`src/rtl/pcount_pkg.sv`:
```
// Shared types and constants for the pulse-counter acquisition controller.
// Latency: n/a (types, constants and one width helper only).
// Backpressure: n/a.
package pcount_pkg;

  typedef enum logic [1:0] {
    ST_IDLE  = 2'd0,
    ST_ARM   = 2'd1,
    ST_RUN   = 2'd2,
    ST_DRAIN = 2'd3
  } state_t;

  localparam int EVT_LATCH_W = 8;
  localparam int DROP_MAX    = 255;

  // Event word is {timestamp, latch word}.
  function automatic int evt_w(input int ts_w);
    return ts_w + EVT_LATCH_W;
  endfunction

endpackage

```
`src/rtl/pcount_evt_fifo.sv`:
```
// Show-ahead event FIFO: head word is visible on pop_data whenever empty=0.
// Latency: a push is visible at the head one cycle later; a pop frees an entry in the same cycle.
// Backpressure: a push is refused when full, unless a pop happens in the same cycle.
// Ports: clk/rst_n, clr (synchronous flush), push/push_data, pop/pop_data, full/empty.
module pcount_evt_fifo #(
  parameter int DEPTH = 8,
  parameter int WIDTH = 24
) (
  input  logic             clk,
  input  logic             rst_n,
  input  logic             clr,
  input  logic             push,
  input  logic [WIDTH-1:0] push_data,
  input  logic             pop,
  output logic [WIDTH-1:0] pop_data,
  output logic             full,
  output logic             empty
);

  localparam int AW = $clog2(DEPTH);

  // One extra pointer bit separates full from empty when the indices match.
  logic [AW:0]       wr_ptr;
  logic [AW:0]       rd_ptr;
  logic [WIDTH-1:0]  mem [DEPTH];
  logic              do_pop;
  logic              do_push;

  assign empty   = (wr_ptr == rd_ptr);
  assign full    = (wr_ptr[AW] != rd_ptr[AW]) && (wr_ptr[AW-1:0] == rd_ptr[AW-1:0]);
  assign do_pop  = pop && !empty;
  assign do_push = push && (!full || do_pop);

  // Storage is not reset; the head is forced to zero while empty instead.
  assign pop_data = empty ? '0 : mem[rd_ptr[AW-1:0]];

  always_ff @(posedge clk or negedge rst_n) begin
    if (!rst_n) begin
      wr_ptr <= '0;
      rd_ptr <= '0;
    end else if (clr) begin
      wr_ptr <= '0;
      rd_ptr <= '0;
    end else begin
      if (do_push) wr_ptr <= wr_ptr + (AW+1)'(1);
      if (do_pop)  rd_ptr <= rd_ptr + (AW+1)'(1);
    end
  end

  always_ff @(posedge clk) begin
    if (do_push && !clr) mem[wr_ptr[AW-1:0]] <= push_data;
  end

endmodule

```
`src/rtl/pcount_acq_ctrl.sv`:
```
// Acquisition controller: opens a counter window, timestamps trigger edges, queues latch words.
// Latency: trigger edge at cycle M shows as evt_valid at M+1 (empty FIFO); stop takes effect next cycle.
// Backpressure: evt_valid/evt_ready; edges that meet a full FIFO without a same-cycle pop are dropped and counted.
// Ports: start/stop/window_len control, ctr_en to the counter, trig_in/latch_in from it,
//        evt_data/evt_valid/evt_ready to the reader, busy/done/drop_cnt status.
module pcount_acq_ctrl
  import pcount_pkg::*;
#(
  parameter int DEPTH = 8,
  parameter int TS_W  = 16
) (
  input  logic                        clk,
  input  logic                        rst_n,
  input  logic                        start,
  input  logic                        stop,
  input  logic [TS_W-1:0]             window_len,
  output logic                        ctr_en,
  input  logic                        trig_in,
  input  logic [EVT_LATCH_W-1:0]      latch_in,
  output logic [TS_W+EVT_LATCH_W-1:0] evt_data,
  output logic                        evt_valid,
  input  logic                        evt_ready,
  output logic                        busy,
  output logic                        done,
  output logic [7:0]                  drop_cnt
);

  state_t          state;
  state_t          state_nxt;
  logic [TS_W-1:0] ts;
  logic [TS_W-1:0] win_len_q;
  logic            trig_q;
  logic            trig_edge;
  logic            win_end;
  logic            fifo_full;
  logic            fifo_empty;
  logic            fifo_clr;

  assign ctr_en    = (state == ST_RUN);
  assign busy      = (state != ST_IDLE);
  assign evt_valid = !fifo_empty;
  assign fifo_clr  = (state == ST_ARM);
  assign trig_edge = (state == ST_RUN) && trig_in && !trig_q;
  // A zero length never matches, so an unlimited window just lets ts wrap.
  assign win_end   = (win_len_q != '0) && (ts == win_len_q - TS_W'(1));

  always_comb begin
    state_nxt = state;
    case (state)
      ST_IDLE:  if (start) state_nxt = ST_ARM;
      ST_ARM:   state_nxt = stop ? ST_DRAIN : ST_RUN;
      ST_RUN:   if (stop || win_end) state_nxt = ST_DRAIN;
      ST_DRAIN: if (fifo_empty) state_nxt = ST_IDLE;
      default:  state_nxt = ST_IDLE;
    endcase
  end

  always_ff @(posedge clk or negedge rst_n) begin
    if (!rst_n) begin
      state     <= ST_IDLE;
      ts        <= '0;
      win_len_q <= '0;
      trig_q    <= 1'b0;
      drop_cnt  <= '0;
      done      <= 1'b0;
    end else begin
      state  <= state_nxt;
      done   <= (state == ST_DRAIN) && fifo_empty;
      // Cleared in ARM so a trigger already high when RUN begins counts as an edge.
      trig_q <= (state == ST_ARM) ? 1'b0 : trig_in;
      if (state == ST_ARM) begin
        ts        <= '0;
        win_len_q <= window_len;
        drop_cnt  <= '0;
      end else if (state == ST_RUN) begin
        ts <= ts + TS_W'(1);
        // Full implies non-empty, so evt_ready alone means a pop frees the slot.
        if (trig_edge && fifo_full && !evt_ready && (drop_cnt != 8'(DROP_MAX)))
          drop_cnt <= drop_cnt + 8'd1;
      end
    end
  end

  pcount_evt_fifo #(
    .DEPTH (DEPTH),
    .WIDTH (evt_w(TS_W))
  ) u_fifo (
    .clk       (clk),
    .rst_n     (rst_n),
    .clr       (fifo_clr),
    .push      (trig_edge),
    .push_data ({ts, latch_in}),
    .pop       (evt_ready),
    .pop_data  (evt_data),
    .full      (fifo_full),
    .empty     (fifo_empty)
  );

endmodule

```
`config.mk`:
```
export PLATFORM = sky130hd
export DESIGN_NAME = pcount_acq_ctrl
export DESIGN_NICKNAME = d
export VERILOG_FILES = /design/src/rtl/pcount_pkg.sv /design/src/rtl/pcount_evt_fifo.sv /design/src/rtl/pcount_acq_ctrl.sv
export SDC_FILE = /design/constraint.sdc
export NUM_CORES = 1
export LEC_CHECK = 0
export BUFFER_PORTS_ARGS = -buffer_cell sky130_fd_sc_hd__clkbuf_2
export CORE_MARGIN = 2
export CORE_UTILIZATION = 55
export DETAILED_ROUTE_END_ITERATION = 6
export GPL_TIMING_DRIVEN = 0
export PLACE_DENSITY = 0.76
export SLEW_MARGIN = 10
export SYNTH_ARGS = -nofsm -noshare
export SYNTH_HDL_FRONTEND = slang
export SYNTH_SLANG_ARGS = --single-unit
export TNS_END_PERCENT = 50
```
`constraint.sdc`:
```
create_clock -name clk -period 3.8 [get_ports clk]
set_clock_uncertainty 0.05 [all_clocks]
set_input_delay 0.38 -clock clk [delete_from_list [all_inputs] [get_ports clk]]
set_output_delay 0.38 -clock clk [all_outputs]
set_load 0.01 [all_outputs]
```
# After elaboration in Yosys (flattened, before gate mapping)
# Memories as Yosys holds them, arrays and structs flattened.
# Index checks and enable logic that the tools add are counted.
[word_totals]
reg_bits = 52
ram_bits = 192
inputBits = 30
elab_cells = 70
n_memories = 1
[mem_list]
columns = ["memory", "depth", "word_bits", "read_ports", "rd_ports_with_merged_regs", "wr", "line", "rtl"]
rows = [
  ["u_fifo.mem", 8, 24, 1, 0, 1, "pcount_evt_fifo.sv:25", "logic [WIDTH-1:0] mem [DEPTH];"],
]
[op_classes]
addsub = 5
eq_ne = 11
muxes = 18
n_reduce_logical = 27
[op_table]
columns = ["operator", "count"]
rows = [
  ["16-bit 2-to-1 mux", 2],
  ["24-bit 2-to-1 mux", 1],
  ["8-bit 2-to-1 mux", 3],
  ["16-bit by 1-bit adder with 16-bit output (second input constant)", 1],
  ["16-bit equality test", 1],
  ["4-bit 2-to-1 mux", 4],
  ["16-bit nonzero test", 1],
  ["16-bit by 1-bit subtractor with 16-bit output (second input constant)", 1],
  ["1-bit logical AND", 11],
  ["2-bit nonzero test", 5],
  ["4-bit by 1-bit adder with 4-bit output (second input constant)", 2],
  ["8-bit by 1-bit adder with 8-bit output (second input constant)", 1],
  ["8-bit inequality test (second input constant)", 1],
  ["2-bit one-hot mux with 4 select lines", 1],
  ["2-bit 2-to-1 mux", 3],
  ["1-bit zero test", 5],
  ["2-bit equality test (second input constant)", 2],
  ["4-bit equality test", 1],
  ["1-bit 2-to-1 mux", 4],
  ["2-bit inequality test (second input constant)", 2],
  ["3-bit equality test", 1],
  ["3-bit AND reduction", 1],
  ["2-bit by 1-bit equality test with 1-bit output (second input constant)", 1],
  ["2-bit zero test", 1],
  ["other kinds (4)", 5],
]

# Depth between registers and ports, before layout
# Gate-level depths: netlist of the first run.
[logic_depth]
word_depth = 9
ltp_mapped = 10

# By module
# Synthesis of the first run repeated with hierarchy kept, for this count alone.
[unflattened]
cells_unflattened = 672
hier_area_um2 = 10690.3
[by_module_without_submodules]
columns = ["mod", "instances", "cells_per_inst", "area_per_inst_um2"]
rows = [
  ["pcount_evt_fifo", 1, 389, 7981.4],
  ["pcount_acq_ctrl", 1, 283, 2708.8],
]

# Worst setup path after synthesis of the first run
# OpenSTA, ideal clock, no wires.
[synth_path]
kind = "register to register"
from = "register u_fifo.rd_ptr[2]"
to = "memory u_fifo.mem[3][0], enable pin"
setup_time_ns = 0.440
t_arrival_ns = 3.241
required_time_ns = 3.310
setup_slack_ns = 0.068
path_stages_with_launch = 8
synth_period_minus_slack_ns = 3.732
path_cell_list = "dfrtp_1 > clkbuf_1 > xnor2_1 > nand3_1 > nor3_1 > nor2_1 > nand3b_1 > nor3b_1"
[synth_via]
elab_chain_len = 8
word_cells_on_any_way = 11
cone_classes = "eq/ne: 2; mux: 2; reduce/logical: 7"
[synth_rtl]
columns = ["item", "line", "rtl"]
rows = [
  ["start, declared", "pcount_evt_fifo.sv:24", "logic [AW:0] rd_ptr;"],
  ["start signal, assigned", "pcount_evt_fifo.sv:46", "if (do_pop) rd_ptr <= rd_ptr + (AW+1)'(1);"],
  ["4-bit equality test / 3-bit equality test (equally long branches)", "pcount_evt_fifo.sv:29, pcount_evt_fifo.sv:30", ""],
  ["1-bit zero test / 1-bit logical AND (equally long branches)", "pcount_evt_fifo.sv:31, pcount_evt_fifo.sv:30", ""],
  ["1-bit logical AND / 1-bit zero test (equally long branches)", "pcount_evt_fifo.sv:31, pcount_evt_fifo.sv:32", ""],
  ["1-bit logical OR *", "pcount_evt_fifo.sv:32", "assign do_push = push && (!full || do_pop);"],
  ["1-bit logical AND *", "pcount_evt_fifo.sv:32", ""],
  ["1-bit logical AND *", "pcount_evt_fifo.sv:51", "if (do_push && !clr) mem[wr_ptr[AW-1:0]] <= push_data;"],
  ["1-bit 2-to-1 mux *", "pcount_evt_fifo.sv:51", ""],
  ["1-bit 2-to-1 mux (implied by the code) *", "pcount_evt_fifo.sv:51", ""],
  ["end, declared", "pcount_evt_fifo.sv:25", ""],
]
# Every way passes the cells marked *; elsewhere a longest branch is shown, timed or not.

# Final worst setup path of the first run
[layout_path]
from = "register u_fifo.rd_ptr[2]"
to = "output port evt_data[14]"
[layout_via]
elab_chain_len = 2
word_cells_on_any_way = 3
cone_classes = "eq/ne: 1; mux: 1; memory: 1"
[layout_rtl]
columns = ["item", "line", "rtl"]
rows = [
  ["memory 8 x 24 bit / 4-bit equality test (equally long branches)", "-", ""],
  ["24-bit 2-to-1 mux *", "pcount_evt_fifo.sv:35", "assign pop_data = empty ? '0 : mem[rd_ptr[AW-1:0]];"],
  ["end, declared", "pcount_acq_ctrl.sv:20", "output logic [TS_W+EVT_LATCH_W-1:0] evt_data,"],
]
# Marked as above.

==> metrics.txt, run 1 <==
status=completed; drt first pass iters=4; die area=19950 sq um; post-cts resize count=0; crit start category=register; Antenna Cells=0; FF+latch area=7067 sq um; DR iter-0 viols=415; CTS Buf Count=24; Clock Sink Count=244; DRT Wirelength=20700 um; warnings from Yosys=0; LEAKAGE=4.185 nW; Syn Nets=667; DIE WIDTH=141.3 um; crit-path max FO=10; EDFF count, synth=192; hold crit path type=in -> reg; multi-input logic area=3148 sq um; starting density of the core=0.5577; VDD IR-drop max=0.5304 mV; Vias/cell=5.892; NetSw=2.633 mW; global-route usage over all layers=0.2141; Synth Area per Inst=16.53 sq um; unrepaired setup endpoints after global routing=no; # rows=50; Distinct cells, synth=53; DRC=0; initial antenna violation count=0; maxcap violations=0; clock latency at the later pin of the worst-skew pair=0.51 ns; clk slew on worst S/H paths=0.06 ns; Synth area leader=edfxtp_1; GP Congestion=0.8224; largest net degree at the start of global routing=53; dominant cell by count in the synthesized netlist=edfxtp_1; synth top area cells=edfxtp_1, dfrtp_1, mux4_2; die height=141.3 um; deepest clock path buffer count=3; register area share after synthesis=0.6820; Net Sw Frac=0.3130; combinational share of power=0.302; per-cell routed wire length=21.19 um; post-route core utilization=0.6419; Critical Path End Type=output port; Least-Margin Pin Slew=0.9741 ns; fin crit period=3.471 ns; nets=767; clock root cell=clkbuf_16; Critical Path AT=3.04 ns; Crit Path Class=reg -> out; Final period util=0.9134; clock share of power=0.295; WP data required=3.37 ns; P_int=5.780 mW; Post-Syn Instances=627; Async SR Flop Fraction=0.2131; CTS tree=yes; global-route wire length before repair=32550 um; Final ANT Viol Nets=0; Worst slew margin=0.3506; DPL Wire Length=13320 um; gr ovfl total=0; routed vias=5756; fmax=0.2881 GHz; final hold violation count=0; Mapped Area=10360 sq um; vias in the first global route=5876; IO Count=66; share of cells above drive strength 1=0.2557; # H-tree levels=1; post-synth top area share=0.5564; final setup fails=0; port buffer count=65; top_reg_cell synth=edfxtp_1; Synth Register Bits=244; pins over their slew limit=0; Seq pwr share=0.402; Filler cells=1286; overall power=8.413 mW; pwr dens=705.4 nW/um^2; synth cell count leaders=edfxtp_1, nor2_1, dfrtp_1; Core Area=18580 sq um; Synth-to-Final Area Change=15.09%
==> sequential cells by signal (all words and copies together), names as in the netlist <==
signal         count
trig_q             1
u_fifo.rd_ptr      4
ts                16
u_fifo.mem       192
u_fifo.wr_ptr      4
win_len_q         16
state              2
done               1
drop_cnt           8
==> path summary, 6_finish.rpt <==
| path | end | slack [ns] | startpoint | cells past startpoint |
|---|---|---|---|---|
| max in group asynchronous | ts[14] | 2.88 | rst_n | 2 |
| min reg2reg | u_fifo.rd_ptr[3] | 0.51 | u_fifo.rd_ptr[3] | 2 |
| max | evt_data[14] | 0.33 | u_fifo.rd_ptr[2] | 7 |
| min | win_len_q[0] | 0.03 | window_len[0] | 3 |
| min in group asynchronous | drop_cnt[4] | 0.39 | rst_n | 2 |
| max reg2reg | u_fifo.mem[5][6] | 0.57 | u_fifo.rd_ptr[2] | 8 |
==> logic make-up after synthesis <==
family	count (synthesis)	synth area share
adders and majority gates	10	0.01207
AOI/OAI and AO/OA	38	0.02548
xor gates and xnor gates	45	0.03803
DFF	244	0.6820
buffers and inverters	45	0.01787
muxes	95	0.1517
and+or+nand+nor	150	0.07293
==> metal layers <==
| layer | up-vias | routed length, um | global-route usage |
|---|---|---|---|
| li1 | 2618 | - | - |
| met1 | 2931 | 8693 | 0.2934 |
| met2 | 175 | 10450 | 0.3633 |
| met3 | 32 | 1098 | 0.03679 |
| met4 | 0 | 464 | 0.05421 |
| met5 | - | 0 | 0 |
==> worst max-delay path: stages, from the launching register on <==
cell      delay, ns
dfrtp_1        0.32
clkbuf_1       0.54
xnor2_1        0.21
and4_1         0.20
clkbuf_1       0.40
clkbuf_1       0.52
nor2_1         0.18
clkbuf_2       0.17
==> placed cells by master (no fill, tap or decap), types with 5 or more instances in the layout <==
cell,count
edfxtp_1,192
clkbuf_2,64
nor2_1,62
dfrtp_1,52
mux4_2,48
mux2i_1,31
clkbuf_1,28
clkbuf_16,25
xor2_1,24
xnor2_1,21
nand2_1,19
mux2_2,16
nor3_1,14
nand3_1,13
inv_1,11
ha_1,10
buf_1,8
o21ai_0,8
buf_4,8
a21oi_1,6
or3_1,5
o2bb2ai_1,5
nand4_1,5
bufinv_16,5
==> what timing repair did <==
action | CTS | global route
buffers inserted | 0 | 0
hold buffers | 0 | 1
endpoints found under the hold margin | 0 | 52
==> through the flow <==
| step | setup WS (ns) | cell area, sq um | TNS [ns] | cells | hold slack (ns) |
|---|---|---|---|---|---|
| floorplan | 0.06842 | 10360 | 0 | 627 | 0.03441 |
| global placement | -1.822 | 10980 | -178.56 | 926 | 0.4925 |
| detailed placement | 0.5648 | 11080 | 0 | 934 | 0.5037 |
| CTS | 0.2176 | 11910 | 0 | 976 | 0.01817 |
| global route | 0.07195 | 11930 | 0 | 977 | 0.03689 |
| finish | 0.3293 | 11930 | 0 | 977 | 0.02856 |
==> area by class of cell <==
cell class	instances	area share
Clock buffer	31	0.05434
Multi-Input combinational cell	338	0.2640
Sequential cell	244	0.5925
Clock inverter	11	0.01542
Tap cell	234	0.02455
Timing Repair Buffer	74	0.03368
Inverter	12	0.003777
Buffer	33	0.01175
==> power groups by stage <==
stage / logic, mW / clock network (mW) / registers (mW)
global route: 2.80 / 2.63 / 3.42
detailed placement: 2.56 / 0 / 3.43
CTS: 2.58 / 2.53 / 3.38
floorplan: 1.81 / 0 / 3.36
finish: 2.54 / 2.48 / 3.39
global placement: 2.47 / 0 / 3.41
Note: power is estimated with default switching activity, not from simulation.
==> run 2: changes to the inputs <==
--- a/config.mk
+++ b/config.mk
@@ -7,3 +7,3 @@
 export LEC_CHECK = 0
-export BUFFER_PORTS_ARGS = -buffer_cell sky130_fd_sc_hd__clkbuf_2
+export BUFFER_PORTS_ARGS = -buffer_cell sky130_fd_sc_hd__buf_2
 export CORE_MARGIN = 2
--- a/constraint.sdc
+++ b/constraint.sdc
@@ -4,2 +4,2 @@
 set_output_delay 0.38 -clock clk [all_outputs]
-set_load 0.01 [all_outputs]
+set_load 0.005 [all_outputs]
==> run 2 against run 1 <==
  * Combinational power shrank 3%
  * Die area is the same
  * Non-clock buffer count is the same
  * Critical path depth shrank 1
  * Critical path type unchanged
  * Sequential share of layout area grew 0.60 points
  * Largest cell class unchanged
==> metrics.txt, run 2 (synthesis gave the netlist of run 1 again) <==
fin crit period=3.520 ns (was 3.471 ns); GP Congestion=0.8119 (was 0.8224); status=completed (unchanged); deepest clock path buffer count=3 (unchanged); die height=141.3 um (unchanged); per-cell routed wire length=20.98 um (was 21.19 um); unrepaired setup endpoints after global routing=no (unchanged); clk slew on worst S/H paths=0.05 ns (was 0.06 ns); Final ANT Viol Nets=0 (unchanged); setup TNS=0 ns (unchanged); IO Count=66 (unchanged); VDD IR-drop max=0.5361 mV (was 0.5304 mV); overall power=8.002 mW (was 8.413 mW); Final Non-Filler Cells=978 (was 977); hold crit path type=in -> reg (unchanged); Crit path largest cell delay=0.80 ns (was 0.54 ns); Final period util=0.9262 (was 0.9134); global-route wire length before repair=32170 um (was 32550 um); port buffer count=65 (unchanged); DIE WIDTH=141.3 um (unchanged); pwr dens=677.8 nW/um^2 (was 705.4 nW/um^2); clock root cell=clkbuf_16 (unchanged); post-cts resize count=0 (unchanged); # rows=50 (unchanged); share of cells above drive strength 1=0.2473 (was 0.2557); Largest register FFs=192 (unchanged); Core Area=18580 sq um (unchanged); Vias/cell=5.919 (was 5.892); final setup fails=0 (unchanged); crit start category=register (unchanged); sequence of cells on the critical path=clkbuf_1 > buf_1 > mux4_2 > mux2i_1 > nor2_1 > buf_2 (was clkbuf_1 > xnor2_1 > and4_1 > clkbuf_1 > clkbuf_1 > nor2_1 > clkbuf_2); Crit Path Class=reg -> out (unchanged); die area=19950 sq um (unchanged); commonest non-fill, non-tap cells in the layout=edfxtp_1, buf_2, nor2_1 (was edfxtp_1, clkbuf_2, nor2_1); final hold violation count=0 (unchanged); Antenna Cells=0 (unchanged); Slowest cell on crit path=buf_1 (was clkbuf_1); WP data required=3.37 ns (about the same); CTS Buf Count=25 (was 24); Clock Sink Count=244 (unchanged); largest net degree at the start of global routing=53 (unchanged); DRT Wirelength=20520 um (was 20700 um); Post-CTS Setup Bufs=0 (unchanged); maxcap violations=0 (unchanged); worst r2r path cells=8 (unchanged); fmax=0.2841 GHz (was 0.2881 GHz); global-route usage over all layers=0.2120 (was 0.2141); CTS tree=yes (unchanged); DR iter-0 viols=418 (was 415); worst hold stages=3 (unchanged); routed vias=5789 (was 5756); most common cell after layout, fill and taps aside=edfxtp_1 (unchanged); Worst slew margin=0.3301 (was 0.3506); drt first pass iters=5 (was 4); clock latency at the later pin of the worst-skew pair=0.51 ns (about the same); initial antenna violation count=0 (unchanged); Critical Path AT=3.09 ns (was 3.04 ns); pins over their slew limit=0 (unchanged); Critical Path End Type=output port (unchanged); LEAKAGE=4.141 nW (was 4.185 nW); Synth-to-Final Area Change=13.93% (was 15.09%); vias in the first global route=5839 (was 5876); gr ovfl total=0 (unchanged); DPL Wire Length=13300 um (was 13320 um); setup ws final=0.2804 ns (was 0.3293 ns); pre-CTS WS=0.4802 ns (was 0.5648 ns); starting density of the core=0.5577 (unchanged); DRC=0 (unchanged); crit-path max FO=10 (unchanged); Least-Margin Pin Slew=1.005 ns (was 0.9741 ns); placed insts=934 (unchanged); # H-tree levels=1 (unchanged); nets=768 (was 767)
[run 2: cell types whose count changed in the layout (fill, tap and decap cells not counted), sizes merged]
cell,before,now
clkbuf,117,61
clkinv,5,4
buf,20,84
clkinvlp,1,0
bufinv,5,0
[run 2: per-layer routing]
metal / GRT usage / wire length, um / up-vias
met5: 0 / 0 / -
met4: 0.05632 / 429 / 0
met3: 0.02666 / 1039 / 29
met2: 0.3608 / 10310 / 173
met1: 0.2950 / 8744 / 2973
li1: - / - / 2614
[run 2: what timing repair did]
item / CTS / global route
endpoints found under the setup margin: 0 / 0
endpoints found under the hold margin: 0 / 52
hold buffers: 0 / 1
[run 2: report_power, final]
group          switching [mW]  internal [mW]  leakage, nW
clock network           0.918           1.24        0.344
registers               0.245           3.14         2.42
logic                    1.36           1.10         1.37
total                    2.52           5.48         4.14
[run 2: layout make-up]
class,count,area (sq um)
fill,1291,6774
buffer,33,140.1
clock buffer,39,688.2
multi-input combinational,338,3148
timing repair buffer,74,401.6
sequential,244,7067
clock inverter,4,23.77
tap,234,292.8
inverter,12,45.04
[run 2: path summary, 6_finish.rpt]
path	start	to	slack, ns
max	u_fifo.rd_ptr[0]	evt_data[0]	0.28
min	window_len[1]	win_len_q[1]	0.03
max reg2reg	u_fifo.rd_ptr[2]	u_fifo.mem[5][3]	0.44
min reg2reg	u_fifo.rd_ptr[3]	u_fifo.rd_ptr[3]	0.52
max in group asynchronous	rst_n	ts[0]	2.86
min in group asynchronous	rst_n	drop_cnt[3]	0.38
[run 2: worst max-delay path, delay by kind of cell (launching register included)]
| kind | cells | cell delay, ns |
|---|---|---|
| and+or+nand+nor | 1 | 0.06 |
| DFF | 1 | 0.36 |
| muxes | 2 | 0.82 |
| buffers and inverters | 3 | 1.33 |
[run 2: metrics by stage]
step | hold WS, ns | util | area (sq um)
4_1_cts | 0.007711 | 0.6347 | 11790
5_1_grt | 0.04606 | 0.6354 | 11810
3_3_place_gp | 0.4927 | 0.5910 | 10980
3_5_place_dp | 0.5093 | 0.5964 | 11080
6_report | 0.02900 | 0.6354 | 11810
2_1_floorplan | 0.03441 | - | 10360
